## src/rtl/pu_select.sv

```systemverilog
// Conditional-select PU: loads cond, a, b over the shared bus and returns cond ? a : b on read.
// Outputs are zero when not enabled so several PUs can be OR-combined on one bus.
module pu_select #(
  parameter int unsigned DATA_WIDTH = 32,
  parameter int unsigned ATTR_WIDTH = 4
) (
  input  logic                  clk,
  input  logic                  rst,
  input  logic                  wr,
  input  logic                  oe,
  input  logic [DATA_WIDTH-1:0] data_in,
  input  logic [ATTR_WIDTH-1:0] attr_in,
  output logic [DATA_WIDTH-1:0] data_out,
  output logic [ATTR_WIDTH-1:0] attr_out,
  output logic                  busy
);

  typedef enum logic [1:0] {StIdle, StGotC, StGotA, StDone} state_e;

  state_e                state_q, state_d;
  logic                  cond_q, cond_d;
  // Only the invalid bit of the condition's attributes affects the result.
  logic                  cond_inv_q, cond_inv_d;
  logic [DATA_WIDTH-1:0] a_q, a_d;
  logic [ATTR_WIDTH-1:0] a_attr_q, a_attr_d;
  logic [DATA_WIDTH-1:0] result_q, result_d;
  logic [ATTR_WIDTH-1:0] result_attr_q, result_attr_d;

  always_ff @(posedge clk) begin
    if (rst) begin
      state_q       <= StIdle;
      cond_q        <= 1'b0;
      cond_inv_q    <= 1'b0;
      a_q           <= '0;
      a_attr_q      <= '0;
      result_q      <= '0;
      result_attr_q <= '0;
    end else begin
      state_q       <= state_d;
      cond_q        <= cond_d;
      cond_inv_q    <= cond_inv_d;
      a_q           <= a_d;
      a_attr_q      <= a_attr_d;
      result_q      <= result_d;
      result_attr_q <= result_attr_d;
    end
  end

  always_comb begin
    state_d       = state_q;
    cond_d        = cond_q;
    cond_inv_d    = cond_inv_q;
    a_d           = a_q;
    a_attr_d      = a_attr_q;
    result_d      = result_q;
    result_attr_d = result_attr_q;
    case (state_q)
      StIdle, StDone: begin
        if (wr) begin
          cond_d     = |data_in;
          cond_inv_d = attr_in[0];
          state_d    = StGotC;
        end else if (state_q == StDone && oe) begin
          // One-shot read: the result is consumed by the read.
          state_d = StIdle;
        end
      end
      StGotC: begin
        if (wr) begin
          a_d      = data_in;
          a_attr_d = attr_in;
          state_d  = StGotA;
        end
      end
      StGotA: begin
        if (wr) begin
          result_d         = cond_q ? a_q : data_in;
          result_attr_d    = cond_q ? a_attr_q : attr_in;
          result_attr_d[0] = result_attr_d[0] | cond_inv_q;
          state_d          = StDone;
        end
      end
      default: state_d = StIdle;
    endcase
  end

  always_comb begin
    data_out = '0;
    attr_out = '0;
    if (oe) begin
      if (state_q == StDone) begin
        data_out = result_q;
        attr_out = result_attr_q;
      end else begin
        attr_out = {{(ATTR_WIDTH-1){1'b0}}, 1'b1};
      end
    end
  end

  assign busy = (state_q == StGotC) || (state_q == StGotA);

endmodule

```

## config.mk

```make
export PLATFORM = sky130hd
export DESIGN_NAME = pu_select
export DESIGN_NICKNAME = d
export VERILOG_FILES = /design/src/rtl/pu_select.sv
export SDC_FILE = /design/constraint.sdc
export NUM_CORES = 1
export LEC_CHECK = 0
export CELL_PAD_IN_SITES_DETAIL_PLACEMENT = 2
export CELL_PAD_IN_SITES_GLOBAL_PLACEMENT = 2
export CORE_UTILIZATION = 29
export CTS_BUF_LIST = sky130_fd_sc_hd__clkbuf_8
export DETAILED_ROUTE_END_ITERATION = 12
export MAX_ROUTING_LAYER = met4
export PLACE_DENSITY_LB_ADDON = 0.2
export RECOVER_POWER = 100
export SYNTH_ARGS = -nofsm -noshare
export SYNTH_HDL_FRONTEND = slang
export SYNTH_SLANG_ARGS = --single-unit
```

## constraint.sdc

```tcl
create_clock -name clk -period 1.4 [get_ports clk]
set_clock_uncertainty 0.15 [all_clocks]
set_input_delay 0.14 -clock clk [delete_from_list [all_inputs] [get_ports clk]]
set_output_delay 0.14 -clock clk [all_outputs]
set_load 0.02 [all_outputs]
```

==> impl_metrics.toml, run 1 <==
[route]
routed_wl_um = 19750
ant_nets = 0
vias = 3763
first_pass_iters = 4
post_drt_wl_per_cell_um = 26.80
via_per_inst = 5.106
dr.first_iter.drc_count = 117
drc = 0

[sta]
worst_slew_pin_slew_ns = 0.5036
fin_setup_tns_ns = -30.20
fin_ws_ns = -0.3790
report.final.slew_viol_count = 0
finalSetupViolCount = 113
period_minus_slack_ns = 1.779
rsz0062_at_grt = "yes"
timing.final.crit_share = 1.271
max_slew_margin = 0.6612
fmax_mhz = 562.1
hold_violations = 0

[worst_setup_path]
path_cells = "ha_4 -> buf_12 -> and3_1 -> buf_6"
startpoint_type = "register"
path_max_fanout = 18
cpPeakStageDelay_ns = 0.38
slowest_stage = "dfxtp_4"
worstSetupPathType = "reg -> out"
cp.arrival_ns = 1.49
worstSetupEndpointType = "primary output"
worstPathRequired_ns = 1.11
worst-r2r-setup-slack_ns = -0.35

[cts]
cts_root_buffer = "clkbuf_8"
numCtsBuffers = 9
worstSkewPairLatency_ns = 0.41
cts_tree = "yes"
clkTransAtPathRegs_ns = 0.08
clockBufferDepth = 2
cts-htree-levels = 3
cts.sink_count = 76

[hold_path]
hold_class = "in -> reg"

[placed_design]
port_buffers = 76
place.gp.congestion = 0.7446
dp_hpwl_um = 8483

[final_layout]
fill_cells = 1258
drive_gt1_frac = 0.6142
diodes = 0
nNetsFinal = 603
fin_util = 0.5312
syn_to_final_growth_pct = 78.70

[power_and_ir_drop]
p_total_mw = 8.129
power.leakage_nw = 2.648
vdd_drop_max_mv = 0.6798
power_density_mw_per_mm2 = 1218

[global_route]
grt_overflow = 0
antenna_found_initial = 0
grt_max_degree = 38
track_usage = 0.2774
first_global_vias = 4248
grt_first_pass_wirelength_um = 25920

[synth]
synth_nets = 442
yosysWarnings = 0
ys_seq_area_frac = 0.4072
ys_ff_latch = 76
netlist_area_mm2 = 0.003736
synth.distinct_cells = 29
avgSynthCellArea_um2 = 9.364
syn_inst = 399

[die]
num_rows = 41
die_w_um = 115.5
start_util = 0.2973
dieArea_mm2 = 0.01334
chipHeight_um = 115.5
io_pins = 77
fp.coreArea_mm2 = 0.01257

[status]
status = "complete, but fails checks"
violations = "setup timing"

[job]
cap_violations = 0
-- where the power goes --
| group | leakage, nW | internal (mW) | switching (mW) |
|---|---|---|---|
| Sequential | 0.619 | 2.45 | 0.286 |
| Combinational | 1.93 | 1.83 | 1.85 |
| Clock | 0.100 | 0.730 | 0.986 |
-- final timing paths --
check / depth (start not counted) / endpoint / startpoint
worst max-delay path: 4 / data_out[21] / state_q[0]$_SDFFE_PP0P_
worst min-delay path: 3 / a_attr_q[3]$_SDFFE_PP0P_ / attr_in[3]
worst max register to register: 9 / a_q[1]$_SDFFE_PP0P_ / state_q[0]$_SDFFE_PP0P_
worst min register to register: 2 / a_attr_q[3]$_SDFFE_PP0P_ / a_attr_q[3]$_SDFFE_PP0P_
-- state kept, by name, indices dropped and copies added, names as in the netlist --
| register | cells |
|---|---|
| a_attr_q | 4 |
| a_q | 32 |
| cond_inv_q | 1 |
| cond_q | 1 |
| result_attr_q | 4 |
| result_q | 32 |
| state_q | 2 |
-- cell families after synthesis --
family	share of synthesized area
AND/OR/NAND/NOR	0.2157
AO/OA/AOI/OAI	0.1885
adder cells (fa/ha/maj)	0.01005
multiplexers	0.09377
flip-flops	0.4072
buffers and inverters	0.08473
-- cell usage after synthesis, drive strengths merged --
| cell | n | area (um^2) |
|---|---|---|
| a21oi | 40 | 200.2 |
| nor2b | 1 | 6.260 |
| nor2 | 38 | 217.7 |
| a21boi | 2 | 15.01 |
| and2 | 2 | 15.02 |
| ha | 3 | 37.54 |
| a211oi | 37 | 447.9 |
| mux2i | 35 | 350.3 |
| clkbuf | 12 | 55.05 |
| dlygate4sd1 | 2 | 17.52 |
| and3 | 35 | 219.0 |
| inv | 5 | 18.77 |
| nand2 | 73 | 276.5 |
| o31a | 1 | 8.760 |
| nor4 | 8 | 50.05 |
| nand4 | 1 | 6.260 |
| dfxtp | 76 | 1521 |
| buf | 20 | 225.2 |
| nand3 | 3 | 15.01 |
| o21ai | 3 | 15.01 |
| o311ai | 2 | 17.52 |
-- worst max-delay path, delay by kind of cell, from the launching register on --
kind                       cells  cell delay, ns
adders and majority gates      1            0.18
buffers and inverters          2            0.29
DFF                            1            0.38
and+or+nand+nor                1            0.22
-- what timing repair did --
item | CTS | global route
pin swaps | 47 | 61
gates cloned | 13 | 2
endpoints found under the setup margin | 113 | 113
endpoints found under the hold margin | 11 | 0
hold buffers | 1 | 0
buffers inserted | 15 | 12
gates resized for setup | 317 | 119
-- cell usage in the layout, fill, tap and decap left out, types with 5 or more instances in the layout --
master,count
dfxtp_1,73
buf_4,61
buf_6,46
nand2_4,42
clkdlybuf4s50_1,38
mux2i_1,35
a21oi_2,32
a211oi_2,32
nor2_2,30
and3_1,28
buf_12,18
nand2_2,17
nand2_1,12
clkbuf_8,11
buf_16,10
nor2_1,8
and3_4,7
nor4_1,7
buf_2,5
-- layout make-up --
type / instances / area [um^2] / share of cell area
clock buffer: 11 / 151.4 / 0.02268
clock inverter: 5 / 27.53 / 0.004123
inverter: 5 / 23.77 / 0.003561
multi-input combinational: 285 / 2624 / 0.3930
sequential: 76 / 1528 / 0.2288
tap: 172 / 215.2 / 0.03223
timing repair buffer: 183 / 2107 / 0.3156
-- through the flow --
step / setup slack [ns] / std cells / hold slack (ns) / cell area, um^2
2_1_floorplan: -0.01783 / 399 / 0.1260 / 3744
5_1_grt: -0.4138 / 737 / 0.2156 / 6676
6_report: -0.3790 / 737 / 0.2102 / 6676
4_1_cts: -0.3181 / 728 / 0.2016 / 6147
3_3_place_gp: -0.5890 / 683 / 0.2913 / 5096
3_5_place_dp: -0.6048 / 683 / 0.3003 / 5096
-- per-layer routing --
layer  up-vias  track usage  share of wire
li1       1715            -              -
met1      1906       0.3070           0.41
met2        95       0.4966           0.52
met3        47      0.03713          0.034
met4         0       0.1203          0.037
met5         -            -              0
Note: power is estimated with default switching activity, not from simulation.
==> run 2, diff against run 1 <==
--- a/config.mk
+++ b/config.mk
@@ -7,8 +7,8 @@
 export LEC_CHECK = 0
 export CELL_PAD_IN_SITES_DETAIL_PLACEMENT = 2
 export CELL_PAD_IN_SITES_GLOBAL_PLACEMENT = 2
-export CORE_UTILIZATION = 29
-export CTS_BUF_LIST = sky130_fd_sc_hd__clkbuf_8
+export CORE_UTILIZATION = 28
+export CTS_BUF_LIST = sky130_fd_sc_hd__clkbuf_16
 export DETAILED_ROUTE_END_ITERATION = 12
 export MAX_ROUTING_LAYER = met4
 export PLACE_DENSITY_LB_ADDON = 0.2
==> run 2 against run 1 <==
Effect of this change: sequential cell count unchanged; the flow still finishes with violations (setup timing); sequential power about the same; largest cell class unchanged; setup slack improved by 0.066 ns; via count down 1.2%; highest routed layer unchanged.
==> impl_metrics.toml, run 2 (synthesis gave the netlist of run 1 again) <==
[placed_design]
place.gp.congestion = 0.7429
port_buffers = 76
dp_hpwl_um = 8385

[route]
via_per_inst = 5.116
dr.first_iter.drc_count = 99
routed_wl_um = 18750
ant_nets = 0
first_pass_iters = 4
drc = 0
post_drt_wl_per_cell_um = 25.78
vias = 3719

[worst_setup_path]
worstRegToRegCells = 6
path_max_fanout = 12
slowest_stage = "dfxtp_4"
worstSetupPathType = "reg -> out"
cpPeakStageDelay_ns = 0.37
cp.arrival_ns = 1.42
critPathTopFamily = "flip-flops"
worstSetupEndpointType = "primary output"
startpoint_type = "register"
critPathBufInv = 2
worst-r2r-setup-slack_ns = -0.31
worstPathRequired_ns = 1.11
r2r-start = "state_q[1]$_SDFFE_PP0P_"
path_cells = "ha_4 -> buf_12 -> and3_1 -> buf_6"
r2r-end = "state_q[0]$_SDFFE_PP0P_"

[cts]
numCtsBuffers = 9
cts.sink_count = 76
clkTransAtPathRegs_ns = 0.06
clockBufferDepth = 2
cts_root_buffer = "clkbuf_16"
worstSkewPairLatency_ns = 0.35
cts-htree-levels = 3
cts_tree = "yes"

[die]
num_rows = 41
start_util = 0.2913
io_pins = 77
fp.coreArea_mm2 = 0.01282
die_w_um = 117.5
dieArea_mm2 = 0.01381
chipHeight_um = 117.5

[hold_path]
worstHoldStart = "rst"
hold_end = "a_q[31]$_SDFFE_PP0P_"
hold_class = "in -> reg"
hold_depth = 3

[global_route]
track_usage = 0.2733
grt_max_degree = 38
grt_overflow = 0
antenna_found_initial = 0
first_global_vias = 4326
grt_first_pass_wirelength_um = 27450

[sta]
fin_setup_tns_ns = -25.92
rsz0062_at_grt = "yes"
fin_ws_ns = -0.3130
timing.final.crit_share = 1.224
worst_slew_pin_slew_ns = 0.4894
finalSetupViolCount = 113
hold_violations = 0
fmax_mhz = 583.8
max_slew_margin = 0.6707
report.final.slew_viol_count = 0
period_minus_slack_ns = 1.713

[power_and_ir_drop]
power.share.clock = 0.252
power.internal_mw = 5.464
p_total_mw = 8.589
power_density_mw_per_mm2 = 1257
power_frac_comb = 0.429
power.leakage_nw = 2.692
swShare = 0.3637
switchingPower_mw = 3.124
vdd_drop_max_mv = 0.8462
p_seq_frac = 0.319

[final_layout]
mostFrequentLayoutCells = "dfxtp_1 (73), buf_4 (55), buf_6 (49)"
drive_gt1_frac = 0.6324
final_common_cell = "dfxtp_1"
fill_cells = 1280
nNetsFinal = 595
diodes = 0
syn_to_final_growth_pct = 82.95
top_regs = "a_q (32), result_q (32)"

[job]
cap_violations = 0

[status]
violations = "setup timing"
status = "complete, but fails checks"
==> run 2: cell count changes in the layout (fill, tap and decap cells not counted), moves of 4 or more <==
cell       before  now
nor2_4          0   20
nor2_2         30   13
clkbuf_8       11    0
clkbuf_16       2    9
buf_4          61   55
buf_2           5    0
nand2_2        17   21
==> run 2: what timing repair did <==
| action | in CTS | in global routing |
|---|---|---|
| setup buffers | 17 | 8 |
| pin swaps | 83 | 45 |
| resized for setup | 403 | 75 |
| hold buffers | 0 | 0 |
| setup endpoints to repair | 112 | 113 |
| gates cloned | 15 | 0 |
==> run 2: final cells by class <==
type	count	area [um^2]	area share
clock buffer	9	225.2	0.03295
clock inverter	5	22.52	0.003295
inverter	5	23.77	0.003478
multi-input combinational	284	2735	0.4001
sequential	76	1528	0.2235
tap	172	215.2	0.03148
timing repair buffer	176	2086	0.3051
==> run 2: how the worst max path moves through the flow <==
stage / cells after the start / endpoint / from
final: 4 / data_out[24] / state_q[1]$_SDFFE_PP0P_
after global routing: 7 / state_q[0]$_SDFFE_PP0P_ / state_q[0]$_SDFFE_PP0P_
after CTS: 4 / data_out[26] / state_q[0]$_SDFFE_PP0P_
after detailed placement: 5 / cond_q$_SDFFE_PP0P_ / data_in[3]
after global placement: 5 / cond_q$_SDFFE_PP0P_ / data_in[3]
after floorplan: 7 / result_q[27]$_SDFFE_PP0P_ / state_q[0]$_SDFFE_PP0P_
==> run 2: worst min-delay path, stage by stage <==
cell	delay, ns
buf_4	0.13
buf_12	0.21
a21oi_2	0.04
==> run 2: through the flow <==
stage / util / instances / setup WS [ns] / instance area (um^2) / hold WS (ns)
2_1_floorplan: - / 399 / -0.01783 / 3744 / 0.1260
3_3_place_gp: 0.3952 / 681 / -0.5786 / 5069 / 0.2908
3_5_place_dp: 0.3952 / 681 / -0.6132 / 5069 / 0.3042
4_1_cts: 0.5148 / 726 / -0.2728 / 6603 / 0.07535
5_1_grt: 0.5330 / 727 / -0.3352 / 6835 / 0.09485
6_report: 0.5330 / 727 / -0.3130 / 6835 / 0.07942
==> run 2: routing by layer <==
metal | share of wire | track usage
met1 | 0.41 | 0.2994
met2 | 0.54 | 0.4889
met3 | 0.025 | 0.04360
met4 | 0.019 | 0.1170
met5 | 0 | -
==> run 2: power by group through the flow <==
stage	Combinational, mW	Clock (mW)	Sequential (mW)
after floorplan	1.40	0	2.61
after detailed placement	2.14	0	2.67
after global placement	2.05	0	2.65
final	3.69	2.16	2.74
after CTS	3.38	2.10	2.68
after global routing	3.84	2.26	2.76
==> run 3, diff against run 2 <==
--- a/config.mk
+++ b/config.mk
@@ -5,6 +5,7 @@
 export SDC_FILE = /design/constraint.sdc
 export NUM_CORES = 1
 export LEC_CHECK = 0
+export ABC_CLOCK_PERIOD_IN_PS = 1400
 export CELL_PAD_IN_SITES_DETAIL_PLACEMENT = 2
 export CELL_PAD_IN_SITES_GLOBAL_PLACEMENT = 2
 export CORE_UTILIZATION = 28
==> results of run 3 <==
No change in the layout: final DEF, timing and power equal those of run 2.
